`config.mk`:
```
export PLATFORM = sky130hd
export DESIGN_NAME = player_shot_controller
export DESIGN_NICKNAME = d
export VERILOG_FILES = /design/src/rtl/player_shot_controller.sv
export SDC_FILE = /design/constraint.sdc
export NUM_CORES = 1
export LEC_CHECK = 0
export CAP_MARGIN = 40
export CELL_PAD_IN_SITES_DETAIL_PLACEMENT = 1
export CELL_PAD_IN_SITES_GLOBAL_PLACEMENT = 1
export CORE_ASPECT_RATIO = 0.75
export CORE_MARGIN = 1.5
export CORE_UTILIZATION = 36
export CTS_CLUSTER_DIAMETER = 150
export DETAILED_ROUTE_END_ITERATION = 10
export GPL_ROUTABILITY_DRIVEN = 0
export PLACE_DENSITY = 0.95
export SLEW_MARGIN = 20
export SYNTH_ARGS = -nofsm -noshare
export SYNTH_HDL_FRONTEND = slang
export SYNTH_SLANG_ARGS = --single-unit
```
`constraint.sdc`:
```
create_clock -name clk -period 3.2 [get_ports clk]
set_input_delay 0.64 -clock clk [delete_from_list [all_inputs] [get_ports clk]]
set_output_delay 0.64 -clock clk [all_outputs]
set_load 0.01 [all_outputs]
```
`src/rtl/player_shot_controller.sv`:
```
// -----------------------------------------------------------------------------
// player_shot_controller
//
// Launches and flies the player's missile. A fire edge (fire key newly pressed,
// sampled once per frame) launches a missile centred on the player sprite; the
// missile climbs MISSILE_SPEED pixels per frame until it would pass TOP_LIMIT
// or until a collision ends the flight (reported with hitPulse).
//
// Optional feature (macro SHOT_COOLDOWN_EN): when defined, every finished
// flight is followed by a COOLDOWN of COOLDOWN_FRAMES frames during which no
// launch is accepted. When undefined, the block returns straight to IDLE.
//
// Ports:
//   clk              system clock
//   resetN           asynchronous active-low reset
//   startOfFrame     one-clock pulse per video frame
//   firePress        fire key level
//   collision        missile overlaps a target/shield (level, any cycle)
//   playerTopLeftX   current player top-left X (signed 11-bit)
//   missileTopLeftX  missile top-left X (frozen at launch)
//   missileTopLeftY  missile top-left Y
//   missileActive    high while the missile is in flight
//   shotFired        one-clock pulse on launch
//   hitPulse         one-clock pulse when a flight ends by collision
// -----------------------------------------------------------------------------
module player_shot_controller #(
    parameter int PLAYER_WIDTH    = 64,
    parameter int MISSILE_WIDTH   = 4,
    parameter int SPAWN_Y         = 290,
    parameter int MISSILE_SPEED   = 8,
    parameter int TOP_LIMIT       = 0,
    parameter int COOLDOWN_FRAMES = 15
) (
    input  logic               clk,
    input  logic               resetN,
    input  logic               startOfFrame,
    input  logic               firePress,
    input  logic               collision,
    input  logic signed [10:0] playerTopLeftX,
    output logic signed [10:0] missileTopLeftX,
    output logic signed [10:0] missileTopLeftY,
    output logic               missileActive,
    output logic               shotFired,
    output logic               hitPulse
);

    localparam logic signed [10:0] X_OFFSET = 11'(PLAYER_WIDTH / 2 - MISSILE_WIDTH / 2);
    localparam logic signed [10:0] SPAWN11  = 11'(SPAWN_Y);
    localparam logic signed [11:0] SPEED12  = 12'(MISSILE_SPEED);
    localparam logic signed [11:0] TOP12    = 12'(TOP_LIMIT);

    if (COOLDOWN_FRAMES < 1 || COOLDOWN_FRAMES > 255) begin : g_bad_cooldown
        $error("COOLDOWN_FRAMES must be in 1..255");
    end

`ifdef SHOT_COOLDOWN_EN
    typedef enum logic [1:0] {IDLE, FLYING, COOLDOWN} state_t;
    logic [7:0] cooldownCnt;
`else
    typedef enum logic [0:0] {IDLE, FLYING} state_t;
`endif

    state_t             state;
    logic               firePrev;
    logic               fireEdge;
    logic signed [11:0] yStep;
    logic               yFits;
    logic               flightDone;

    assign fireEdge = startOfFrame && firePress && !firePrev;

    // One extra bit so the step below TOP_LIMIT cannot wrap around.
    assign yStep = {missileTopLeftY[10], missileTopLeftY} - SPEED12;
    assign yFits = (yStep >= TOP12);

    // Collision takes priority over the frame step on the same clock.
    assign flightDone = (state == FLYING) &&
                        (collision || (startOfFrame && !yFits));

    always_ff @(posedge clk or negedge resetN) begin
        if (!resetN) begin
            state           <= IDLE;
            firePrev        <= 1'b0;
            missileTopLeftX <= '0;
            missileTopLeftY <= '0;
            missileActive   <= 1'b0;
            shotFired       <= 1'b0;
            hitPulse        <= 1'b0;
`ifdef SHOT_COOLDOWN_EN
            cooldownCnt     <= '0;
`endif
        end else begin
            shotFired <= 1'b0;
            hitPulse  <= 1'b0;

            if (startOfFrame) begin
                firePrev <= firePress;
            end

            case (state)
                IDLE: begin
                    if (fireEdge) begin
                        state           <= FLYING;
                        missileTopLeftX <= playerTopLeftX + X_OFFSET;
                        missileTopLeftY <= SPAWN11;
                        missileActive   <= 1'b1;
                        shotFired       <= 1'b1;
                    end
                end

                FLYING: begin
                    if (flightDone) begin
                        missileActive <= 1'b0;
                        hitPulse      <= collision;
`ifdef SHOT_COOLDOWN_EN
                        state         <= COOLDOWN;
                        cooldownCnt   <= 8'(COOLDOWN_FRAMES);
`else
                        state         <= IDLE;
`endif
                    end else if (startOfFrame) begin
                        missileTopLeftY <= yStep[10:0];
                    end
                end

`ifdef SHOT_COOLDOWN_EN
                // A fire edge on the expiring frame is dropped simply because
                // the state is still COOLDOWN on that clock.
                COOLDOWN: begin
                    if (startOfFrame) begin
                        cooldownCnt <= cooldownCnt - 8'd1;
                        if (cooldownCnt == 8'd1) begin
                            state <= IDLE;
                        end
                    end
                end
`endif

                default: state <= IDLE;
            endcase
        end
    end

endmodule

```
After elaboration in Yosys (flattened, before gate mapping)
Cells that the tools add are included.
- flip-flop bits (word level): 27
- logic and storage cells: 38
- output and inout port bits: 25
- input port bits: 16
- mux-type cells: 13
- add/sub/neg operators: 2
- order comparisons: 1
- reduce and logical (&&, ||, !) cells: 10
- equal/unequal tests: 4
- bitwise operators: 1
- operators with widths (operator ; count):
    $mux W11 ; 3
    $pmux W11 S2 ; 1
    $ge A12 B1 Y1 const B ; 1
    $sub A11 B5 Y12 const B ; 1
    $add A11 B6 Y11 const B ; 1
    $mux W1 ; 7
    $ne A2 B2 Y1 const B ; 3
    $logic_and A1 B1 Y1 ; 4
    $pmux W1 S2 ; 2
    $reduce_and A2 Y1 ; 2
    $reduce_and A3 Y1 ; 1
    $logic_not A1 Y1 ; 2
    $ne A2 B1 Y1 const B ; 1
    $logic_or A1 B1 Y1 ; 1
    $not A1 Y1 ; 1

Depth between registers and ports, before layout
- word-level depth: 8
- mapped depth: 6
- depth with buffers taken out: 6

Worst setup path after synthesis
OpenSTA, ideal clock, no wires.
- path type: input to register
- start point: input playerTopLeftX[1]
- end point: register missileTopLeftX[7]
- data required time: 3.065 ns
- stages on the path: 6
- slack: 1.443 ns
- library setup time: 0.135 ns
- path buffers: 0
- arrival time: 1.621 ns
- path through: inv_1 ha_1 or3b_2 nand3_1 xor2_1 o21ai_0
- word-level cells in the longest chain between the ends: 1
- RTL lines (what ; RTL line ; text):
    from (decl) ; 39 ; input logic signed [10:0] playerTopLeftX,
    $add A11 B6 Y11 ; 104 ; missileTopLeftX <= playerTopLeftX + X_OFFSET;
    to (signal assigned) ; 104 ;
    to (decl) ; 40 ; output logic signed [10:0] missileTopLeftX,
Every way passes these cells.
A chain may end at the register's enable or synchronous reset.

Worst setup path in the final report
- start point: input collision
- end point: register missileTopLeftY[8]
- word-level cells in the longest chain between the ends: 4
- RTL lines (what ; RTL line ; text):
    from (decl) ; 38 ; input logic collision,
    $logic_or A1 B1 Y1 ; 78 ; (collision || (startOfFrame && !yFits));
    $logic_and A1 B1 Y1 ; 77 ; assign flightDone = (state == FLYING) &&
    $ne A2 B2 Y1 (no line) ; -- ;
    $reduce_and A3 Y1 (no line) ; -- ;
    to (signal assigned) ; 122 ; missileTopLeftY <= yStep[10:0];
    to (decl) ; 41 ; output logic signed [10:0] missileTopLeftY,
Every way passes these cells.

==> run_results.csv <==
group,metric,value,unit
route,vias,1059,
die,fp.dieW,71.01,µm
timing,period_share,0.6526,
pwr,p_leak,0.7028,nW
clock_network,clk-insertion-delay-late,0.27,ns
worst_hold_path,holdCritPathClass,"flip-flop to flip-flop",
timing,layout_min_cycle_time,2.088,ns
clock_network,ctsResizeCount,0,
die,fp.dieH,54.01,µm
timing,hold_viol_final,0,
place,io_buffers,38,
route,route.detailed.drc,0,
pwr,ir_worst_vdd,0.0002310,V
synthesis,ys_dominant_reg_cell,"dfrtp_1",
synthesis,syn-cell-area,1249,µm²
final_layout,area_growth,38.08,%
worst_setup_path,cp_data_required_time,3.40,ns
route,ant_nets,0,
route,drt-vias-per-instance,5.191,
clock_network,numClockSinks,25,
timing,fin_skew,0.01016,ns
route,wire_per_inst,15.07,µm
clock_network,clkTransAtPathRegs,0.09,ns
timing,hold_ws,0.4787,ns
route,drt_pre_antenna_iters,4,
clock_network,cts_max_level,1,
pwr,power,1.017,mW
timing,fin_setup_tns,0,ns
worst_setup_path,setup.worst_path.start_class,"primary input",
outcome,status,"complete, no violations",
die,rows,18,
clock_network,cts-buffers-inserted,3,
clock_network,root_buffer,"clkbuf_8",
timing,maxSlewHeadroom,0.5785,
synthesis,yosysUniqueCellTypes,40,
timing,setup_viol,0,
clock_network,hold_buffers,0,
synthesis,synth_edf_count,0,
synthesis,async_flop_share,1.000,
final_layout,n_antenna_cell,0,
synthesis,ys_seq_elements,25,
grt,grt_max_degree,26,
die,ios,41,
synthesis,postSynthCellCount,123,
grt,antenna_found_initial,0,
clock_network,cts_setup_buffers,0,
final_layout,final_cell_mix,"38 x clkdlybuf4s50_1, 25 x dfrtp_1, 16 x nand2_1",
place,dp_hpwl,2430,µm
route,drt-total-wl,3074,µm
grt,grt_pass1_wl,5092,µm
pwr,pwr_density_cell,589.6,nW/µm²
final_layout,stdcell_area,1724,µm²
clock_network,tritoncts,"built",
timing,worst_slew_pin_slew,0.6309,ns
timing,report.final.slew_viol_count,0,
worst_setup_path,crit_fanout,7,
worst_setup_path,cp.arrival,2.29,ns
grt,grt_pass1_vias,1149,
worst_setup_path,crit_path_end_kind,"flip-flop",
final_layout,drive_above_1_share,0.09756,
clock_network,clk_path_buf_depth,2,
grt,globalRouteTotalUtil,0.1747,
timing,rsz0062_at_grt,"no",
synthesis,seq_area_frac_synth,0.5010,
synthesis,syn_avg_cell_area,10.15,µm²
die,fp.dieArea,3835,µm²
timing,fmax,0.4788,GHz
die,coreArea,3311,µm²
route,drt_iter0_markers,26,
die,start_util,0.3772,
final_layout,nNetsFinal,183,
run,cap_viol_max_count,0,
final_layout,layout_commonest_cell,"clkdlybuf4s50_1",
grt,grt_overflow_total,0,
place,placed_area,1678,µm²
synthesis,synth_warnings,0,
worst_setup_path,path_class,"primary input to flip-flop",
-- layer usage --
metal | vias up | GRT usage | part of all wire | wire [µm]
li1 | 508 | - | - | -
met3 | 5 | 0.05993 | 0.069 | 213
met1 | 513 | 0.1847 | 0.41 | 1254
met2 | 33 | 0.3458 | 0.52 | 1586
met5 | - | 0 | 0 | 0
met4 | 0 | 0.03459 | 0.0062 | 19
-- kinds of logic (layout without fill, tap and decap cells) --
kind of cell	Yosys count	in the layout	share of synthesized area
muxes	1	1	0.009017
adders and majority gates	2	2	0.02004
and+or+nand+nor	44	44	0.1964
other	1	2	0.003003
AOI/OAI and AO/OA	29	29	0.1643
buffers and inverters	12	52	0.04308
xor gates and xnor gates	9	9	0.06312
DFF	25	25	0.5010
-- where the power goes --
part | internal [mW] | switching (mW)
registers | 0.385 | 0.0650
logic | 0.207 | 0.170
clock network | 0.0872 | 0.102
total | 0.680 | 0.337
-- path summary, 6_finish.rpt --
path / from / to / slack [ns] / depth (start not counted)
max: collision / missileTopLeftY[8] / 1.11 / 5
min: missileTopLeftY[1] / missileTopLeftY[1] / 0.48 / 1
max reg2reg: missileTopLeftY[3] / missileTopLeftY[8] / 1.30 / 6
min reg2reg: missileTopLeftY[1] / missileTopLeftY[1] / 0.48 / 1
max in group asynchronous: resetN / missileTopLeftX[9] / 2.23 / 2
min in group asynchronous: resetN / missileTopLeftY[9] / 0.72 / 2
-- cells in the mapped netlist, drive strengths merged, types with 3 or more instances --
master,number,area (µm²)
nor2,6,22.52
xnor2,5,43.79
buf,3,20.01
nand2,16,60.06
o21ai,14,70.06
xor2,4,35.03
nand3,4,20.02
dfrtp,25,625.6
inv,7,26.28
-- critical path, stage by stage --
cell and delay [ns]:
clkdlybuf4s50_1 0.53, nand4bb_2 0.36, a2111oi_4 0.45, a211oi_1 0.14, a31oi_1 0.17
-- sequential cells by signal, summed over array words and instances, names as in the netlist --
| name | count |
|---|---|
| firePrev | 1 |
| missileTopLeftX | 11 |
| shotFired | 1 |
| hitPulse | 1 |
| missileActive | 1 |
| missileTopLeftY | 9 |
| state | 1 |
-- per-stage QoR --
stage | std cells | setup slack, ns | util
CTS | 204 | 1.113 | 0.5208
finish | 204 | 1.112 | 0.5208
detailed placement | 200 | 0.8298 | 0.5068
global placement | 200 | 0.9369 | 0.5068
floorplan | 124 | 1.443 | -
global route | 204 | 0.9853 | 0.5208
-- layout make-up --
cell class	count	area, µm²
fill	370	1587
sequential	25	625.6
multi-input combinational	87	573.1
timing repair buffer	41	402.9
tap	40	50.05
clock buffer	3	41.29
inverter	7	26.28
clock inverter	1	5.005
Note: power is estimated with default switching activity, not from simulation.
